--- src/rtl/spi_cmd_regs_if.sv ---
// SPI message interface between the ESP-side message decoder and the command register block.
// Latency: no logic here. The master drives msg_end/cmd/rxdata and the slave returns txdata/txdata_valid.
// Backpressure: none. msg_end is a one-cycle strobe and the slave always accepts it.
// Ports: msg_end (message complete strobe), cmd (command byte), rxdata (payload, first byte at [63:56]),
//        txdata/txdata_valid (readback for the current cmd).
interface spi_cmd_regs_if;
  logic        msg_end;
  logic [7:0]  cmd;
  logic [63:0] rxdata;
  logic [63:0] txdata;
  logic        txdata_valid;

  modport master (output msg_end, cmd, rxdata, input txdata, txdata_valid);
  modport slave  (input msg_end, cmd, rxdata, output txdata, txdata_valid);
endinterface

--- src/rtl/spi_cmd_regs.sv ---
// SPI command register block. It decodes completed messages into the reset pulse, keyboard matrix,
//   hand controller and config outputs, feeds a keyboard character FIFO, and returns status/config readback.
// Latency: register updates land 1 cycle after msg_end. FIFO pushes start at msg_end+2. Readback lags cmd by 1 cycle.
// Backpressure: none on the SPI side. A FIFO byte pushed while the FIFO is full is dropped, and so is a
//   WRITE_KBBUF message that arrives mid-push. Both drops set the sticky kbbuf_overflow flag.
// Ports: clk, reset (async, active-high), spi (slave side of spi_cmd_regs_if), o_reset_req/o_reset_req_cold,
//   o_keys, o_hctrl1/o_hctrl2, o_cfg (cfg[i] at [8i+7:8i]), o_kbbuf_data/o_kbbuf_empty/i_kbbuf_rden,
//   o_kbbuf_overflow.
module spi_cmd_regs #(
  parameter int NUM_CFG      = 4,
  parameter int KBFIFO_DEPTH = 16,
  parameter int RESET_PULSE  = 8
) (
  input  logic                   clk,
  input  logic                   reset,
  spi_cmd_regs_if.slave          spi,
  output logic                   o_reset_req,
  output logic                   o_reset_req_cold,
  output logic [63:0]            o_keys,
  output logic [7:0]             o_hctrl1,
  output logic [7:0]             o_hctrl2,
  output logic [8*NUM_CFG-1:0]   o_cfg,
  output logic [7:0]             o_kbbuf_data,
  output logic                   o_kbbuf_empty,
  input  logic                   i_kbbuf_rden,
  output logic                   o_kbbuf_overflow
);

  localparam int CW = $clog2(KBFIFO_DEPTH + 1);  // count: 0..DEPTH
  localparam int PW = $clog2(KBFIFO_DEPTH);      // pointers wrap naturally (power-of-two depth)
  localparam int RW = $clog2(RESET_PULSE + 1);

  localparam logic [7:0] CMD_RESET   = 8'h01;
  localparam logic [7:0] CMD_KEYB    = 8'h10;
  localparam logic [7:0] CMD_HCTRL   = 8'h11;
  localparam logic [7:0] CMD_KBWR    = 8'h12;
  localparam logic [7:0] CMD_KBSTAT  = 8'h13;
  localparam logic [7:0] CMD_SET_CFG = 8'h20;
  localparam logic [7:0] CMD_GET_CFG = 8'h21;

  localparam logic [0:0] ST_IDLE = 1'b0;
  localparam logic [0:0] ST_PUSH = 1'b1;

  // Command strobes, qualified by the end of the message.
  logic w_msg_reset, w_msg_keyb, w_msg_hctrl, w_msg_kbwr, w_msg_kbstat, w_msg_setcfg;
  assign w_msg_reset  = spi.msg_end && (spi.cmd == CMD_RESET);
  assign w_msg_keyb   = spi.msg_end && (spi.cmd == CMD_KEYB);
  assign w_msg_hctrl  = spi.msg_end && (spi.cmd == CMD_HCTRL);
  assign w_msg_kbwr   = spi.msg_end && (spi.cmd == CMD_KBWR);
  assign w_msg_kbstat = spi.msg_end && (spi.cmd == CMD_KBSTAT);
  assign w_msg_setcfg = spi.msg_end && (spi.cmd == CMD_SET_CFG);

  // ---------------- reset pulse ----------------
  logic [RW-1:0] r_rst_cnt;
  logic          r_rst_cold;

  always_ff @(posedge clk or posedge reset) begin
    if (reset) begin
      r_rst_cnt  <= '0;
      r_rst_cold <= 1'b0;
    end else if (w_msg_reset) begin
      r_rst_cnt  <= RW'(RESET_PULSE);
      // A retrigger during a running pulse must not downgrade a cold request.
      r_rst_cold <= (r_rst_cnt != '0) ? (r_rst_cold | spi.rxdata[57]) : spi.rxdata[57];
    end else if (r_rst_cnt != '0) begin
      r_rst_cnt  <= r_rst_cnt - RW'(1);
    end
  end

  assign o_reset_req      = (r_rst_cnt != '0);
  assign o_reset_req_cold = r_rst_cold;

  // ---------------- keyboard matrix, hand controllers, config ----------------
  logic [63:0] r_keys;
  logic [7:0]  r_hctrl1, r_hctrl2;
  logic [7:0]  r_cfg [NUM_CFG];

  always_ff @(posedge clk or posedge reset) begin
    if (reset) begin
      r_keys   <= '1;
      r_hctrl1 <= 8'hFF;
      r_hctrl2 <= 8'hFF;
      for (int i = 0; i < NUM_CFG; i++) r_cfg[i] <= 8'h00;
    end else begin
      if (w_msg_keyb) r_keys <= spi.rxdata;
      if (w_msg_hctrl) begin
        r_hctrl2 <= spi.rxdata[63:56];
        r_hctrl1 <= spi.rxdata[55:48];
      end
      // An out-of-range index matches no entry and is ignored.
      if (w_msg_setcfg) begin
        for (int i = 0; i < NUM_CFG; i++)
          if (spi.rxdata[63:56] == 8'(i)) r_cfg[i] <= spi.rxdata[55:48];
      end
    end
  end

  assign o_keys   = r_keys;
  assign o_hctrl1 = r_hctrl1;
  assign o_hctrl2 = r_hctrl2;

  always_comb begin
    o_cfg = '0;
    for (int i = 0; i < NUM_CFG; i++) o_cfg[8*i +: 8] = r_cfg[i];
  end

  // ---------------- keyboard push FSM ----------------
  logic [0:0]  r_state;
  logic [2:0]  r_push_left;
  logic [55:0] r_payload;    // the next byte to push is always at [55:48]
  logic [2:0]  w_n;

  assign w_n = (spi.rxdata[63:56] > 8'd7) ? 3'd7 : spi.rxdata[58:56];

  always_ff @(posedge clk or posedge reset) begin
    if (reset) begin
      r_state     <= ST_IDLE;
      r_push_left <= 3'd0;
      r_payload   <= '0;
    end else begin
      case (r_state)
        ST_IDLE: begin
          if (w_msg_kbwr && (w_n != 3'd0)) begin
            r_state     <= ST_PUSH;
            r_push_left <= w_n;
            r_payload   <= spi.rxdata[55:0];
          end
        end
        ST_PUSH: begin
          r_payload   <= {r_payload[47:0], 8'h00};
          r_push_left <= r_push_left - 3'd1;
          if (r_push_left == 3'd1) r_state <= ST_IDLE;
        end
        default: r_state <= ST_IDLE;
      endcase
    end
  end

  // ---------------- keyboard FIFO ----------------
  logic [7:0]    r_mem [KBFIFO_DEPTH];
  logic [PW-1:0] r_wr_ptr, r_rd_ptr;
  logic [CW-1:0] r_count, w_count_nxt;
  logic          r_empty, r_overflow;
  logic          w_full, w_pop, w_push_req, w_push, w_push_drop, w_msg_drop;

  assign w_full      = (r_count == CW'(KBFIFO_DEPTH));
  assign w_pop       = i_kbbuf_rden && !r_empty;
  assign w_push_req  = (r_state == ST_PUSH);
  // A pop in the same cycle frees the slot, so a push into a full FIFO still lands.
  assign w_push      = w_push_req && (!w_full || w_pop);
  assign w_push_drop = w_push_req && w_full && !w_pop;
  assign w_msg_drop  = w_msg_kbwr && (r_state == ST_PUSH);
  assign w_count_nxt = r_count + CW'(w_push) - CW'(w_pop);

  always_ff @(posedge clk or posedge reset) begin
    if (reset) begin
      r_wr_ptr   <= '0;
      r_rd_ptr   <= '0;
      r_count    <= '0;
      r_empty    <= 1'b1;
      r_overflow <= 1'b0;
    end else begin
      if (w_push) r_wr_ptr <= r_wr_ptr + PW'(1);
      if (w_pop)  r_rd_ptr <= r_rd_ptr + PW'(1);
      r_count <= w_count_nxt;
      r_empty <= (w_count_nxt == '0);
      // Set has priority over the clear-on-read of the status command.
      if (w_push_drop || w_msg_drop) r_overflow <= 1'b1;
      else if (w_msg_kbstat)         r_overflow <= 1'b0;
    end
  end

  // Storage needs no reset: the count gates every read of it.
  always_ff @(posedge clk) begin
    if (w_push) r_mem[r_wr_ptr] <= r_payload[55:48];
  end

  assign o_kbbuf_data     = r_empty ? 8'h00 : r_mem[r_rd_ptr];
  assign o_kbbuf_empty    = r_empty;
  assign o_kbbuf_overflow = r_overflow;

  // ---------------- readback ----------------
  logic [8:0]  w_fill9;
  logic [7:0]  w_fill;
  logic [63:0] w_txdata, r_txdata;
  logic        w_txvld, r_txvld;

  assign w_fill9 = 9'(r_count);
  assign w_fill  = (w_fill9 > 9'd255) ? 8'hFF : w_fill9[7:0];

  always_comb begin
    w_txdata = '0;
    w_txvld  = 1'b0;
    case (spi.cmd)
      CMD_KBSTAT: begin
        w_txdata = {w_fill, r_overflow, 55'd0};
        w_txvld  = 1'b1;
      end
      CMD_GET_CFG: begin
        w_txvld = 1'b1;
        for (int i = 0; i < NUM_CFG; i++) w_txdata[63-8*i -: 8] = r_cfg[i];
      end
      default: ;
    endcase
  end

  always_ff @(posedge clk or posedge reset) begin
    if (reset) begin
      r_txdata <= '0;
      r_txvld  <= 1'b0;
    end else begin
      r_txdata <= w_txdata;
      r_txvld  <= w_txvld;
    end
  end

  assign spi.txdata       = r_txdata;
  assign spi.txdata_valid = r_txvld;

endmodule

--- src/flat_wrapper.sv ---
// flat-port wrapper written by rule: the top's interface ports become plain ports
module spi_cmd_regs_flat 
#(
  parameter int NUM_CFG      = 4,
  parameter int KBFIFO_DEPTH = 16,
  parameter int RESET_PULSE  = 8
)
  (clk, reset, o_reset_req, o_reset_req_cold, o_keys, o_hctrl1, o_hctrl2, o_cfg, o_kbbuf_data, o_kbbuf_empty, i_kbbuf_rden, o_kbbuf_overflow, spi_msg_end, spi_cmd, spi_rxdata, spi_txdata, spi_txdata_valid);
  spi_cmd_regs_if spi_i ();
  input  logic clk;
  input  logic reset;
  output logic o_reset_req;
  output logic o_reset_req_cold;
  output logic [63:0] o_keys;
  output logic [7:0] o_hctrl1;
  output logic [7:0] o_hctrl2;
  output logic [8*NUM_CFG-1:0] o_cfg;
  output logic [7:0] o_kbbuf_data;
  output logic o_kbbuf_empty;
  input  logic i_kbbuf_rden;
  output logic o_kbbuf_overflow;
  input wire logic [$bits(spi_i.msg_end)-1:0] spi_msg_end;
  input wire logic [$bits(spi_i.cmd)-1:0] spi_cmd;
  input wire logic [$bits(spi_i.rxdata)-1:0] spi_rxdata;
  output wire logic [$bits(spi_i.txdata)-1:0] spi_txdata;
  output wire logic [$bits(spi_i.txdata_valid)-1:0] spi_txdata_valid;
  assign spi_i.msg_end = spi_msg_end;
  assign spi_i.cmd = spi_cmd;
  assign spi_i.rxdata = spi_rxdata;
  assign spi_txdata = spi_i.txdata;
  assign spi_txdata_valid = spi_i.txdata_valid;
  spi_cmd_regs #(.NUM_CFG(NUM_CFG), .KBFIFO_DEPTH(KBFIFO_DEPTH), .RESET_PULSE(RESET_PULSE)) u_core (.clk(clk), .reset(reset), .spi(spi_i), .o_reset_req(o_reset_req), .o_reset_req_cold(o_reset_req_cold), .o_keys(o_keys), .o_hctrl1(o_hctrl1), .o_hctrl2(o_hctrl2), .o_cfg(o_cfg), .o_kbbuf_data(o_kbbuf_data), .o_kbbuf_empty(o_kbbuf_empty), .i_kbbuf_rden(i_kbbuf_rden), .o_kbbuf_overflow(o_kbbuf_overflow));
endmodule
--- config.mk ---
export PLATFORM = sky130hd
export DESIGN_NAME = spi_cmd_regs_flat
export DESIGN_NICKNAME = d
export VERILOG_FILES = /design/src/rtl/spi_cmd_regs_if.sv /design/src/rtl/spi_cmd_regs.sv /design/src/flat_wrapper.sv
export SDC_FILE = /design/constraint.sdc
export NUM_CORES = 1
export LEC_CHECK = 0
export CAP_MARGIN = 30
export CORE_MARGIN = 2
export CORE_UTILIZATION = 35
export CTS_BUF_LIST = sky130_fd_sc_hd__clkbuf_4
export DETAILED_ROUTE_END_ITERATION = 8
export GPL_TIMING_DRIVEN = 0
export SETUP_SLACK_MARGIN = 0.02
export SLEW_MARGIN = 10
export SYNTH_ARGS = -nofsm -noshare
export SYNTH_HDL_FRONTEND = slang
export SYNTH_SLANG_ARGS = --single-unit
--- constraint.sdc ---
create_clock -name clk -period 12.6 [get_ports clk]
set_input_delay 1.26 -clock clk [delete_from_list [all_inputs] [get_ports clk]]
set_output_delay 1.26 -clock clk [all_outputs]
set_load 0.005 [all_outputs]
[Word-level counts from Yosys, hierarchy flattened]
Memory sizes are Yosys's and may differ from the RTL's.
Index checks and enable logic that the tools add are counted.
Operators by class
  $add $sub $neg: 6
  multipliers: 0
  div/mod/pow operators: 0
  $lt $le $gt $ge: 2
  equality and inequality tests: 13
  shift operators: 0
  mux-type cells: 19
  bitwise gates (word level): 2
  reduce and logical (&&, ||, !) cells: 28
Operator list (number)
  56-bit one-hot mux with 2 select lines: 1
  32-bit one-hot mux with 2 select lines: 1
  56-bit 2-to-1 mux: 1
  8-bit by 5-bit equality test with 1-bit output, second input constant: 4
  8-bit by 1-bit equality test with 1-bit output, second input constant: 2
  8-bit by 2-bit equality test with 1-bit output, second input constant: 2
  8-bit by 6-bit equality test with 1-bit output, second input constant: 2
  8-bit 2-to-1 mux: 2
  1-bit logical AND: 12
  4-bit by 1-bit adder with 4-bit output, second input constant: 2
  5-bit by 8-bit greater-than comparator with 1-bit output, second input constant: 1
  8-bit by 3-bit greater-than comparator with 1-bit output, second input constant: 1
  8-bit zero test: 1
  1-bit 2-to-1 mux: 8
  4-bit 2-to-1 mux: 2
  2-bit AND reduction: 4
  3-bit 2-to-1 mux: 2
  3-bit one-hot mux with 2 select lines: 1
  5-bit by 1-bit adder with 5-bit output: 1
  5-bit equality test, second input constant: 1
  5-bit zero test: 1
  5-bit by 1-bit subtractor with 5-bit output: 1
  2-bit nonzero test: 2
  4-bit nonzero test: 1
  11 further kinds: 14
Word-level totals
  register bits after elaboration: 225
  bits in latches: 0
  memory bits (writable): 128
  bits in read-only memories: 0
  input bits: 76
  memories kept: 1
Memories
  u_core.r_mem: words 16, bits a word 8, rd ports 1, clocked after memory_dff 0, write ports 1, RTL line spi_cmd_regs.sv:140  | logic [7:0] r_mem [KBFIFO_DEPTH];

[Depth between registers and ports, before layout]
Gate-level depths: netlist of the first run.
  depth after elaboration: 7
  depth in mapped cells: 12
  gate-level depth less buffers: 12

[Worst setup path before layout of the first run]
Ideal clock, no wire load.
  kind: input -> register
  start point: in i_kbbuf_rden
  end point: reg u_core.r_empty, in the netlist u_core.o_kbbuf_empty
  setup time: 0.121 ns
  arrival: 3.722 ns
  required time: 12.479 ns
  path slack: 8.757 ns
  stages: 11
  cell sequence: nor2b_1 -> clkbuf_1 -> o41ai_2 -> clkinv_1 -> ha_1 -> inv_1 -> fa_1 -> nand2b_1 -> a21oi_1 -> or3_1 -> a2111oi_0
Between the ends
  word-level cells in the longest chain between the ends: 6
Ends and longest elaborated chain
  start, declared: RTL line flat_wrapper.sv:20  | input logic i_kbbuf_rden;
  1-bit logical AND: RTL line spi_cmd_regs.sv:147  | assign w_pop = i_kbbuf_rden && !r_empty;
  named net u_core.w_pop: RTL line spi_cmd_regs.sv:144  | logic w_full, w_pop, w_push_req, w_push, w_push_drop, w_msg_drop;
  1-bit logical OR: RTL line spi_cmd_regs.sv:150  | assign w_push = w_push_req && (!w_full || w_pop);
  1-bit logical AND: RTL line spi_cmd_regs.sv:150
  named net u_core.w_push: RTL line spi_cmd_regs.sv:144
  5-bit by 1-bit adder with 5-bit output: RTL line spi_cmd_regs.sv:153  | assign w_count_nxt = r_count + CW'(w_push) - CW'(w_pop);
  5-bit by 1-bit subtractor with 5-bit output: RTL line spi_cmd_regs.sv:153
  5-bit zero test: RTL line spi_cmd_regs.sv:166  | r_empty <= (w_count_nxt == '0);
  end signal, assigned: RTL line spi_cmd_regs.sv:166
  end, declared: RTL line spi_cmd_regs.sv:143  | logic r_empty, r_overflow;
The timed path passes the listed nets, and every way through them passes these cells.
A chain may end at the register's enable or synchronous reset.

[Worst setup path after layout of the first run]
  start point: reg u_core.r_rd_ptr[0]
  end point: out o_kbbuf_data[2]
Between the ends
  word-level cells in the longest chain between the ends: 2
Ends and longest elaborated chain
  start, declared: RTL line spi_cmd_regs.sv:141  | logic [PW-1:0] r_wr_ptr, r_rd_ptr;
  start signal, assigned: RTL line spi_cmd_regs.sv:164  | if (w_pop) r_rd_ptr <= r_rd_ptr + PW'(1);
  memory 16 x 8 bit
  8-bit 2-to-1 mux: RTL line spi_cmd_regs.sv:178  | assign o_kbbuf_data = r_empty ? 8'h00 : r_mem[r_rd_ptr];
  end, declared: RTL line flat_wrapper.sv:18  | output logic [7:0] o_kbbuf_data;
Every way passes these cells.

==> metrics.log, run 1 <==
[metrics] RSZ-0062 raised after global routing: no
[metrics] total DRC errors in the routed layout: 0
[metrics] status: complete, no violations
[metrics] met2 wire length: 18790 um
[metrics] Required @ worst endpoint: 11340 ps
[metrics] setup TNS after final layout: 0 ps
[metrics] ratio of cells with drive above 1 in the final layout: 29.82%
[metrics] antenna violations before repair: 2
[metrics] combinational family with the most area after synthesis: multiplexers
[metrics] half-perimeter wire length after placement: 26880 um
[metrics] top layer in use: met5
[metrics] sequential fraction of design power: 46.0%
[metrics] Initial DRC Count: 399
[metrics] number of nets in the layout: 1461
[metrics] Mapped Avg Cell Area: 14.64 um2
[metrics] portion of netlist area occupied by mux cells: 16.50%
[metrics] cell area after synthesis: 14720 um2
[metrics] P_leak: 7.887 nW
[metrics] die span in x: 209.1 um
[metrics] EDFF count, synth: 128
[metrics] number of failing setup endpoints in the final timing report: 0
[metrics] cells along the critical path: clkbuf_1 > buf_2 > buf_2 > mux2i_1 > a22oi_1 > nand2_1 > o21ai_0 > clkdlybuf4s50_1
[metrics] clk sinks: 353
[metrics] CTS tree: done
[metrics] wire length after detailed routing: 39220 um
[metrics] number of max-cap violations: 0
[metrics] start-to-end type of the worst setup path: reg -> out
[metrics] core occupancy in the finished layout: 45.93%
[metrics] count of unique library cells instantiated by Yosys: 55
[metrics] maximum clock insertion buffer count: 3
[metrics] hold-fix buffer count after cts: 0
[metrics] highest attainable clock frequency: 205.1 MHz
[metrics] pin count of the biggest net entering global routing: 103
[metrics] arrival time worst endpoint: 3610 ps
[metrics] share of power burned in the clock network: 31.9%
[metrics] Inserted Clock Buffers: 94
[metrics] total number of vias: 9567
[metrics] wire length of the first global-routing pass: 59950 um
[metrics] crit path capture type: primary output
[metrics] most frequent cell on the critical path: sky130_fd_sc_hd__buf_2
[metrics] Die Footprint: 43720 um2
[metrics] worst skew pair latency: 760 ps
[metrics] count of filler cells inserted in the layout: 3788
[metrics] internal power contribution: 0.002268 W
[metrics] Final Hold Viols: 0
[metrics] share of synthesized area occupied by flip-flops and latches: 65.04%
[metrics] Power Density: 170.1 nW/um2
[metrics] H-tree depth reported by CTS: 3
[metrics] area growth from synthesis to layout: 30.28%
[metrics] final count of pins violating max slew: 0
[metrics] fraction of the mapped netlist area in adder cells: 1.411%
[metrics] Worst-path clk slew: 50 ps
[metrics] Synth Instances: 1006
[metrics] share of the synthesized area in compound gates (AO/OA/AOI/OAI): 5.082%
[metrics] Final Worst Setup Slack: 7725 ps
[metrics] vias in the first global route: 10.23k
[metrics] final critical-path share of the clock period: 38.69%
[metrics] Worst path slowest cell: sky130_fd_sc_hd__clkdlybuf4s50_1
[metrics] remaining max-slew budget at the tightest pin: 32.83%
[metrics] met3 wirelength from detailed routing: 2842 um
[metrics] Port-buffer cells: 230
[metrics] switching power as a share of total power: 30.49%
[metrics] Critical Path Source Type: register
[metrics] Worst path max stage delay: 570 ps
[metrics] postcts setup bufs: 0
[metrics] Vias/cell: 4.827
[metrics] detailed-route wire length on metal 1: 16820 um
[metrics] final period demand of the worst path: 4875 ps
[metrics] WL per Instance: 19.79 um
[metrics] grt ovf: 0
[metrics] io pins: 265
[metrics] placeable core area: 41760 um2
[metrics] total track usage: 18.02%
[metrics] root buffer cell: sky130_fd_sc_hd__clkbuf_4
[metrics] synth warn: 0
[metrics] tightest hold margin: 496.7 ps
[metrics] setup slack after placement: 7245 ps
[metrics] Hold Crit Class: reg -> reg
[metrics] IR Drop Worst-Case VDD: 0.00007890 V
[metrics] Logic pwr share: 22.1%
[metrics] xor-xnor portion of the synthesized cell area: 0.6544%
[metrics] Placer Congestion: 0.7789
[metrics] share of async-settable or async-resettable flops after synthesis: 63.74%
[metrics] Initial Util: 35.26%
[metrics] Slew @ Worst Pin: 996.6 ps
[metrics] post-cts sizing count: 0
[metrics] Routed Antenna Nets: 0
[metrics] Synth Area in Simple Gates: 7.258%
[metrics] final worst clock skew: 30.46 ps
[metrics] drt first pass iters: 4
[metrics] biggest fanout along the worst timing path: 10
[metrics] post-synthesis register bit count: 353
[metrics] leading register cell type out of synthesis: sky130_fd_sc_hd__dfrtp_1
[metrics] switching power: 0.0009950 W
[metrics] die height: 209.1 um
[metrics] # rows: 75
## cell usage in the layout (no fill, tap or decap), types with 3 or more instances in the layout
cell	n
sky130_fd_sc_hd__clkdlybuf4s50_1	230
sky130_fd_sc_hd__clkbuf_4	147
sky130_fd_sc_hd__dfrtp_1	144
sky130_fd_sc_hd__edfxtp_1	128
sky130_fd_sc_hd__mux2_2	113
sky130_fd_sc_hd__mux2i_1	102
sky130_fd_sc_hd__dfstp_2	81
sky130_fd_sc_hd__a21oi_1	52
sky130_fd_sc_hd__nor4_1	48
sky130_fd_sc_hd__buf_4	41
sky130_fd_sc_hd__clkbuf_1	38
sky130_fd_sc_hd__and2_1	32
sky130_fd_sc_hd__conb_1	32
sky130_fd_sc_hd__a22oi_1	26
sky130_fd_sc_hd__inv_1	20
sky130_fd_sc_hd__nand2_1	18
sky130_fd_sc_hd__buf_2	17
sky130_fd_sc_hd__clkinv_1	16
sky130_fd_sc_hd__a22o_1	16
sky130_fd_sc_hd__nor2_1	15
sky130_fd_sc_hd__ha_1	15
sky130_fd_sc_hd__o21ai_0	10
sky130_fd_sc_hd__nand3_1	10
sky130_fd_sc_hd__nand2b_1	9
sky130_fd_sc_hd__xnor2_1	8
sky130_fd_sc_hd__mux4_2	6
sky130_fd_sc_hd__nor3_1	5
sky130_fd_sc_hd__nor2b_1	4
sky130_fd_sc_hd__or3_1	4
sky130_fd_sc_hd__and3_1	4
sky130_fd_sc_hd__nor4_2	4
sky130_fd_sc_hd__nand4_1	3
sky130_fd_sc_hd__or4_1	3
sky130_fd_sc_hd__xor2_1	3
## synthesized netlist by cell type (all sizes together), types with 2 or more instances
library cell	n	area, um2
inv	21	78.83
clkbuf	38	142.6
a22o	16	140.1
and2	32	200.2
dfstp	81	2128
nand2b	9	56.30
buf	55	369.1
nor2	15	56.30
nor4b	2	38.78
a21oi	52	260.3
edfxtp	128	3844
mux2i	102	1021
o211ai	2	15.01
o21ai	10	50.05
mux4	6	135.1
o41ai	3	33.79
nand3	11	60.06
nand2	18	67.56
or3	4	25.02
xor2	3	26.28
nor3	6	35.03
nand4b	2	30.03
nor3b	2	15.01
nand4	4	31.28
and3	4	25.02
dfrtp	144	3603
mux2	113	1272
nor2b	4	25.02
or4	3	22.52
xnor2	8	70.07
ha	15	187.7
nor4	53	346.6
a22oi	26	195.2
## per-layer routing
metal | vias up | track usage [%]
met5 | - | 0
met4 | 2 | 6.404
met3 | 51 | 6.026
met2 | 275 | 29.17
met1 | 4780 | 22.58
li1 | 4459 | -
## cells by family after synthesis
group                      Yosys count
AOI/OAI and AO/OA                  116
adders and majority gates           16
DFF                                353
other                                1
and+or+nand+nor                    173
muxes                              221
xor gates and xnor gates            11
buffers and inverters              115
## stage by stage
step / instance area [um2] / std cells / total power (W)
2_1_floorplan: 14840 / 1037 / 0.001904
3_3_place_gp: 17820 / 1806 / 0.002220
3_5_place_dp: 17930 / 1812 / 0.002250
4_1_cts: 19180 / 1981 / 0.003314
5_1_grt: 19180 / 1982 / 0.003458
6_report: 19180 / 1982 / 0.003263
## path summary, 6_finish.rpt
check,slack (ps),to,from,cells after the start
worst max-delay path,7730,o_kbbuf_data[2],u_core.r_rd_ptr[0],8
worst min-delay path,500,u_core.o_reset_req_cold,u_core.o_reset_req_cold,1
worst max register to register,8430,u_core.o_kbbuf_empty,u_core.o_kbbuf_empty,11
worst min register to register,500,u_core.o_reset_req_cold,u_core.o_reset_req_cold,1
max in group asynchronous,10880,u_core.o_kbbuf_empty,reset,3
min in group asynchronous,900,u_core.r_state,reset,2
## flip-flops by register name, indices dropped and copies added (netlist names), 3 cells and up
register / flops
u_core.r_mem: 128
u_core.o_keys: 64
u_core.r_payload: 56
u_core.o_cfg: 32
u_core.spi.txdata: 32
u_core.o_hctrl1: 8
u_core.o_hctrl2: 8
u_core.r_count: 5
u_core.r_rd_ptr: 4
u_core.r_rst_cnt: 4
u_core.r_wr_ptr: 4
u_core.r_push_left: 3
## area by class of cell
type                       instances  area, um2  share of cell area [%]
antenna                            1      2.502                 0.01305
buffer                            93      511.7                   2.668
clock buffer                     147       1104                   5.753
clock inverter                    22      143.9                  0.7502
inverter                          22      90.09                  0.4697
multi-input combinational        569       4695                   24.47
sequential                       353       9575                   49.92
tap                              539      674.4                   3.516
timing repair buffer             236       2385                   12.43
## power by group through the flow
stage          Clock, W  Combinational, W  Sequential [W]
2_1_floorplan         0          0.000448         0.00146
3_3_place_gp          0          0.000706         0.00151
3_5_place_dp          0          0.000730         0.00152
4_1_cts         0.00108          0.000732         0.00150
5_1_grt         0.00115          0.000795         0.00152
6_report        0.00104          0.000722         0.00150
## worst max-delay path: cells and delay by family (launching register included)
family                 cells  cell delay (ps)
buffers and inverters      4             1710
DFF                        1              350
muxes                      1              140
and+or+nand+nor            1              160
AOI/OAI and AO/OA          2              510
Power figures use the tool's default switching activity.
==> inputs of run 2 (changes only) <==
==> constraint.sdc (replaced) <==
create_clock -name clk -period 4.8 [get_ports clk]
set_input_delay 0.48 -clock clk [delete_from_list [all_inputs] [get_ports clk]]
set_output_delay 0.48 -clock clk [all_outputs]
set_load 0.005 [all_outputs]
==> run 2 against run 1 <==
Compared with the run above: critical path type unchanged; first-iteration DRC count is 0.25% higher; largest cell class unchanged; power grew to 2.6 times the previous value; critical path depth stayed put; worst setup slack worse by 7000 ps; count of clock-buffer cells in the layout is 5 lower; wire length is 1.2% lower; design area is 0.42% higher.
==> metrics.log, run 2 (synthesis results as in run 1) <==
[metrics] status: complete, no violations
[metrics] Critical path origin: u_core.r_rd_ptr[0]
[metrics] placeable core area: 41760 um2
[metrics] # placed instances: 1817
[metrics] Die Footprint: 43720 um2
[metrics] commonest cells after routing, fill and taps aside: sky130_fd_sc_hd__clkdlybuf4s50_1, sky130_fd_sc_hd__dfrtp_1, sky130_fd_sc_hd__clkbuf_4
[metrics] RSZ-0062 raised after global routing: no
[metrics] Inserted Clock Buffers: 92
[metrics] final critical-path share of the clock period: 85.67%
[metrics] Initial Util: 35.26%
[metrics] postcts setup bufs: 0
[metrics] CTS tree: done
[metrics] Routed Antenna Nets: 0
[metrics] post-cts sizing count: 0
[metrics] number of failing setup endpoints in the final timing report: 0
[metrics] biggest fanout along the worst timing path: 10
[metrics] register area: 9575 um2
[metrics] Hold Crit Class: in -> async
[metrics] worst skew pair latency: 760 ps
[metrics] grt ovf: 0
[metrics] area growth from synthesis to layout: 30.83%
[metrics] Power Density: 442.0 nW/um2
[metrics] Critical R2R Launch: u_core.o_kbbuf_empty
[metrics] setup TNS after final layout: 0 ps
[metrics] total DRC errors in the routed layout: 0
[metrics] register bank with the most flops: u_core.r_mem
[metrics] P_leak: 7.910 nW
[metrics] wire length after detailed routing: 38760 um
[metrics] Required @ worst endpoint: 4320 ps
[metrics] crit path capture type: primary output
[metrics] FF-to-FF End: u_core.o_kbbuf_empty
[metrics] highest attainable clock frequency: 243.2 MHz
[metrics] ratio of cells with drive above 1 in the final layout: 29.85%
[metrics] vias in the first global route: 10.07k
[metrics] arrival time worst endpoint: 3630 ps
[metrics] antenna violations before repair: 4
[metrics] Worst-path clk slew: 60 ps
[metrics] Placer Congestion: 0.7940
[metrics] maximum clock insertion buffer count: 3
[metrics] H-tree depth reported by CTS: 3
[metrics] total track usage: 17.73%
[metrics] Vias/cell: 4.843
[metrics] multi-input gate area in the final layout: 4695 um2
[metrics] Final Instance Count excl. Fillers: 1988
[metrics] Initial DRC Count: 400
[metrics] Register-to-Register Path Depth: 11
[metrics] # rows: 75
[metrics] Port-buffer cells: 230
[metrics] start-to-end type of the worst setup path: reg -> out
[metrics] remaining max-slew budget at the tightest pin: 30.47%
[metrics] IR Drop Worst-Case VDD: 0.0001901 V
[metrics] Slew @ Worst Pin: 1032 ps
[metrics] wire length of the first global-routing pass: 59290 um
[metrics] die span in x: 209.1 um
[metrics] number of max-cap violations: 0
[metrics] pin count of the biggest net entering global routing: 39
[metrics] half-perimeter wire length after placement: 27410 um
[metrics] total number of vias: 9628
[metrics] final period demand of the worst path: 4112 ps
[metrics] most frequent standard cell in the layout excluding fill and tap cells: sky130_fd_sc_hd__clkdlybuf4s50_1
[metrics] WL per Instance: 19.50 um
[metrics] clk sinks: 353
[metrics] drt first pass iters: 4
[metrics] setup slack after placement: 345.4 ps
[metrics] hold-fix buffer count after cts: 0
[metrics] Final Hold Viols: 0
[metrics] register-to-register setup slack: 720 ps
[metrics] io pins: 265
[metrics] count of filler cells inserted in the layout: 3749
[metrics] Final Worst Setup Slack: 688.0 ps
[metrics] final worst clock skew: 42.45 ps
[metrics] final count of pins violating max slew: 0
[metrics] Largest register FFs: 128
[metrics] Critical Path Source Type: register
[metrics] root buffer cell: sky130_fd_sc_hd__clkbuf_4
[metrics] CP endpoint: o_kbbuf_data[2]
[metrics] die height: 209.1 um
[metrics] number of nets in the layout: 1464
==> run 2: cell count changes in the layout (fill, tap and decap cells not counted), sizes merged <==
| cell | previous run | this run |
|---|---|---|
| buf | 61 | 66 |
| clkinvlp | 2 | 4 |
| clkbuf | 185 | 180 |
| diode | 1 | 2 |
| inv | 23 | 21 |
| clkinv | 17 | 22 |
==> run 2: stage by stage <==
stage          total power [W]  cell area [um2]  hold WS (ps)  util (%)
2_1_floorplan         0.004999            14840         465.8         -
3_3_place_gp          0.005825            17820         482.6     42.67
3_5_place_dp          0.005910            18020         488.4     43.16
4_1_cts               0.008636            19260         103.6     46.12
5_1_grt               0.008997            19260         164.3     46.13
6_report              0.008515            19260         172.5     46.13
==> run 2: worst min path at each step <==
stage                                    from               endpoint  slack (ps)  cells past startpoint
final                                   reset       u_core.o_cfg[22]         170                      2
after global placement    u_core.r_payload[0]    u_core.r_payload[0]         480                      1
after global routing                    reset       u_core.o_cfg[22]         160                      2
after floorplan           u_core.r_payload[7]    u_core.r_payload[7]         470                      1
after CTS                               reset  u_core.spi.txdata[34]         100                      2
after detailed placement  u_core.r_payload[6]    u_core.r_payload[6]         490                      1
==> run 2: layout make-up <==
class                      count  share of cell area, %
sequential                   353                  49.71
multi-input combinational    569                  24.37
timing repair buffer         241                  12.87
clock buffer                 142                  5.534
tap                          539                  3.501
buffer                        93                  2.657
clock inverter                27                 0.8769
inverter                      22                 0.4482
antenna                        2                0.02598
==> run 2: metal layers <==
metal / share of wire (%) / vias to the layer above / GRT usage (%)
li1: - / 4464 / -
met4: 2.3 / 4 / 6.552
met1: 41 / 4804 / 21.62
met3: 7.8 / 70 / 6.477
met5: 0.077 / - / 0
met2: 49 / 286 / 28.84
==> run 2: worst max-delay path: stages (launching register included) <==
cell                              delay [ps]
sky130_fd_sc_hd__dfrtp_1                 350
sky130_fd_sc_hd__clkbuf_1                390
sky130_fd_sc_hd__buf_2                   380
sky130_fd_sc_hd__buf_2                   390
sky130_fd_sc_hd__mux2i_1                 130
sky130_fd_sc_hd__a22oi_1                 200
sky130_fd_sc_hd__nand2_1                 160
sky130_fd_sc_hd__o21ai_0                 310
sky130_fd_sc_hd__clkdlybuf4s50_1         580
==> run 2: power breakdown <==
| group | switching, W | internal (W) |
|---|---|---|
| logic | 0.00101 | 0.000892 |
| registers | 0.000354 | 0.00358 |
| clock network | 0.00122 | 0.00145 |
| total | 0.00259 | 0.00593 |
==> inputs of run 3 (changes only) <==
--- a/config.mk
+++ b/config.mk
@@ -7,7 +7,7 @@
 export LEC_CHECK = 0
 export CAP_MARGIN = 30
 export CORE_MARGIN = 2
-export CORE_UTILIZATION = 35
+export CORE_UTILIZATION = 25
 export CTS_BUF_LIST = sky130_fd_sc_hd__clkbuf_4
 export DETAILED_ROUTE_END_ITERATION = 8
 export GPL_TIMING_DRIVEN = 0
==> run 3 against run 2 <==
Compared with the run above: power rose by 3.0%; via count rose by 1.3%; clock power rose by 7.8%; critical path depth did not move; design area rose by 1.8%; sequential share of layout area fell by 0.87 points; maximum frequency fell by 2.7%; first-iteration DRC count rose by 14%; sequential cell count did not move; clock skew rose by 7.8 ps; count of clock-buffer cells in the layout rose by 8; critical endpoint is now o_kbbuf_data[5].
==> metrics.log, run 3 (synthesis results as in run 1) <==
[metrics] register bank with the most flops: u_core.r_mem
[metrics] drt first pass iters: 5
[metrics] hold-fix buffer count after cts: 0
[metrics] total number of vias: 9753
[metrics] share of power burned in the clock network: 33.0%
[metrics] io pins: 265
[metrics] highest attainable clock frequency: 236.6 MHz
[metrics] total track usage: 13.72%
[metrics] cell family with most CP delay: buffers and inverters
[metrics] clk sinks: 353
[metrics] crit path capture type: primary output
[metrics] maximum clock insertion buffer count: 3
[metrics] remaining max-slew budget at the tightest pin: 41.41%
[metrics] number of nets in the layout: 1466
[metrics] start-to-end type of the worst setup path: reg -> out
[metrics] Worst path max stage delay: 590 ps
[metrics] internal power contribution: 0.006051 W
[metrics] postcts setup bufs: 0
[metrics] commonest cells after routing, fill and taps aside: sky130_fd_sc_hd__clkdlybuf4s50_1, sky130_fd_sc_hd__clkbuf_4, sky130_fd_sc_hd__dfrtp_1
[metrics] number of max-cap violations: 0
[metrics] Initial Util: 25.42%
[metrics] count of filler cells inserted in the layout: 5776
[metrics] Power Density: 447.2 nW/um2
[metrics] Largest register FFs: 128
[metrics] IR Drop Worst-Case VDD: 0.0001804 V
[metrics] RSZ-0062 raised after global routing: no
[metrics] WL per Instance: 18.82 um
[metrics] die height: 246.7 um
[metrics] arrival time worst endpoint: 3750 ps
[metrics] worst skew pair latency: 810 ps
[metrics] antenna violations before repair: 2
[metrics] grt ovf: 0
[metrics] H-tree depth reported by CTS: 3
[metrics] half-perimeter wire length after placement: 29740 um
[metrics] ratio of cells with drive above 1 in the final layout: 30.33%
[metrics] placeable core area: 57920 um2
[metrics] FF-to-FF End: u_core.o_kbbuf_empty
[metrics] Required @ worst endpoint: 4320 ps
[metrics] multi-input gate area in the final layout: 4695 um2
[metrics] Port-buffer cells: 230
[metrics] switching power: 0.002715 W
[metrics] biggest fanout along the worst timing path: 10
[metrics] Placer Congestion: 0.7772
[metrics] register area: 9575 um2
[metrics] switching power as a share of total power: 30.97%
[metrics] Logic pwr share: 22.1%
[metrics] Critical Path Source Type: register
[metrics] area growth from synthesis to layout: 33.16%
[metrics] Final Hold Viols: 0
[metrics] sequential fraction of design power: 44.9%
[metrics] most frequent standard cell in the layout excluding fill and tap cells: sky130_fd_sc_hd__clkdlybuf4s50_1
[metrics] Critical R2R Launch: u_core.o_kbbuf_empty
[metrics] pin count of the biggest net entering global routing: 41
[metrics] P_leak: 7.957 nW
[metrics] total DRC errors in the routed layout: 0
[metrics] Inserted Clock Buffers: 94
[metrics] Routed Antenna Nets: 0
[metrics] Worst-path clk slew: 70 ps
[metrics] root buffer cell: sky130_fd_sc_hd__clkbuf_4
[metrics] combined buffer and inverter count along the critical path: 4
[metrics] Worst path slowest cell: sky130_fd_sc_hd__clkdlybuf4s50_1
[metrics] CTS tree: done
[metrics] CP Depth: 8
[metrics] setup TNS after final layout: 0 ps
[metrics] wire length after detailed routing: 41790 um
[metrics] number of failing setup endpoints in the final timing report: 0
[metrics] Register-to-Register Path Depth: 12
[metrics] final count of pins violating max slew: 0
[metrics] cells along the critical path: clkbuf_1 > buf_2 > buf_2 > mux2i_1 > a22oi_1 > nand2_1 > o21ai_0 > clkdlybuf4s50_1
[metrics] status: complete, no violations
[metrics] Slew @ Worst Pin: 878.8 ps
[metrics] Hold Crit Class: in -> async
[metrics] tightest hold margin: 109.8 ps
[metrics] most frequent cell on the critical path: sky130_fd_sc_hd__buf_2
[metrics] # rows: 88
[metrics] register-to-register setup slack: 1200 ps
[metrics] Die Footprint: 60850 um2
[metrics] Initial DRC Count: 456
[metrics] final period demand of the worst path: 4227 ps
[metrics] vias in the first global route: 10.15k
[metrics] post-cts sizing count: 0
[metrics] Vias/cell: 4.391
[metrics] die span in x: 246.7 um
[metrics] final critical-path share of the clock period: 88.07%
[metrics] wire length of the first global-routing pass: 62770 um
[metrics] final worst clock skew: 50.23 ps
[run 3: how the worst max path moves through the flow]
stage                       startpoint                   end  slack (ps)
finish              u_core.r_rd_ptr[0]       o_kbbuf_data[5]         570
global route        u_core.r_rd_ptr[0]       o_kbbuf_data[5]         250
CTS                 u_core.r_rd_ptr[0]       o_kbbuf_data[5]         380
detailed placement        i_kbbuf_rden  u_core.o_kbbuf_empty         180
global placement                 reset  u_core.r_payload[29]        -340
floorplan                        reset       u_core.o_cfg[0]        1450
[run 3: layer usage]
metal | global-route usage [%] | routed length [um] | up-vias
li1 | - | - | 4477
met3 | 4.189 | 2650 | 73
met5 | 0 | 0 | -
met1 | 16.79 | 17640 | 4919
met2 | 22.54 | 20370 | 284
met4 | 5.475 | 1135 | 0
[run 3: area by class of cell]
class	count	share of cell area, %
clock buffers	150	5.744
plain buffers	93	2.610
diodes	2	0.02553
well taps	765	4.882
flip-flops and latches	353	48.84
inverters	22	0.4404
clock inverters	26	0.9765
repair buffers	241	12.53
multi-input cells	569	23.95
[run 3: worst reg2reg max path, stage by stage, from the launching register on]
cell and delay [ps]:
sky130_fd_sc_hd__dfstp_2 590, sky130_fd_sc_hd__nor2b_1 70, sky130_fd_sc_hd__clkbuf_1 270, sky130_fd_sc_hd__o41ai_2 370, sky130_fd_sc_hd__clkbuf_4 270, sky130_fd_sc_hd__clkinv_1 250
sky130_fd_sc_hd__ha_1 300, sky130_fd_sc_hd__inv_1 70, sky130_fd_sc_hd__fa_1 190, sky130_fd_sc_hd__nand2b_1 110, sky130_fd_sc_hd__a21oi_1 80, sky130_fd_sc_hd__or3_1 330
sky130_fd_sc_hd__a2111oi_0 540
[run 3: power by group through the flow]
stage               sequential, W  clock, W  combinational [W]
finish                    0.00394   0.00289            0.00194
global route              0.00399   0.00316            0.00213
CTS                       0.00395   0.00301            0.00195
detailed placement        0.00400         0            0.00194
global placement          0.00397         0            0.00188
floorplan                 0.00382         0            0.00118
[run 3: metrics by stage]
stage          std cells  instance area (um2)  power, W  setup WS [ps]  utilization [%]
2_1_floorplan       1037                14840  0.004999           1448                -
3_3_place_gp        2032                18100  0.005847         -338.0            31.26
3_5_place_dp        2042                18280  0.005947          179.8            31.55
4_1_cts             2218                19590  0.008911          383.6            33.83
5_1_grt             2221                19610  0.009276          247.8            33.85
6_report            2221                19610  0.008767          572.6            33.85
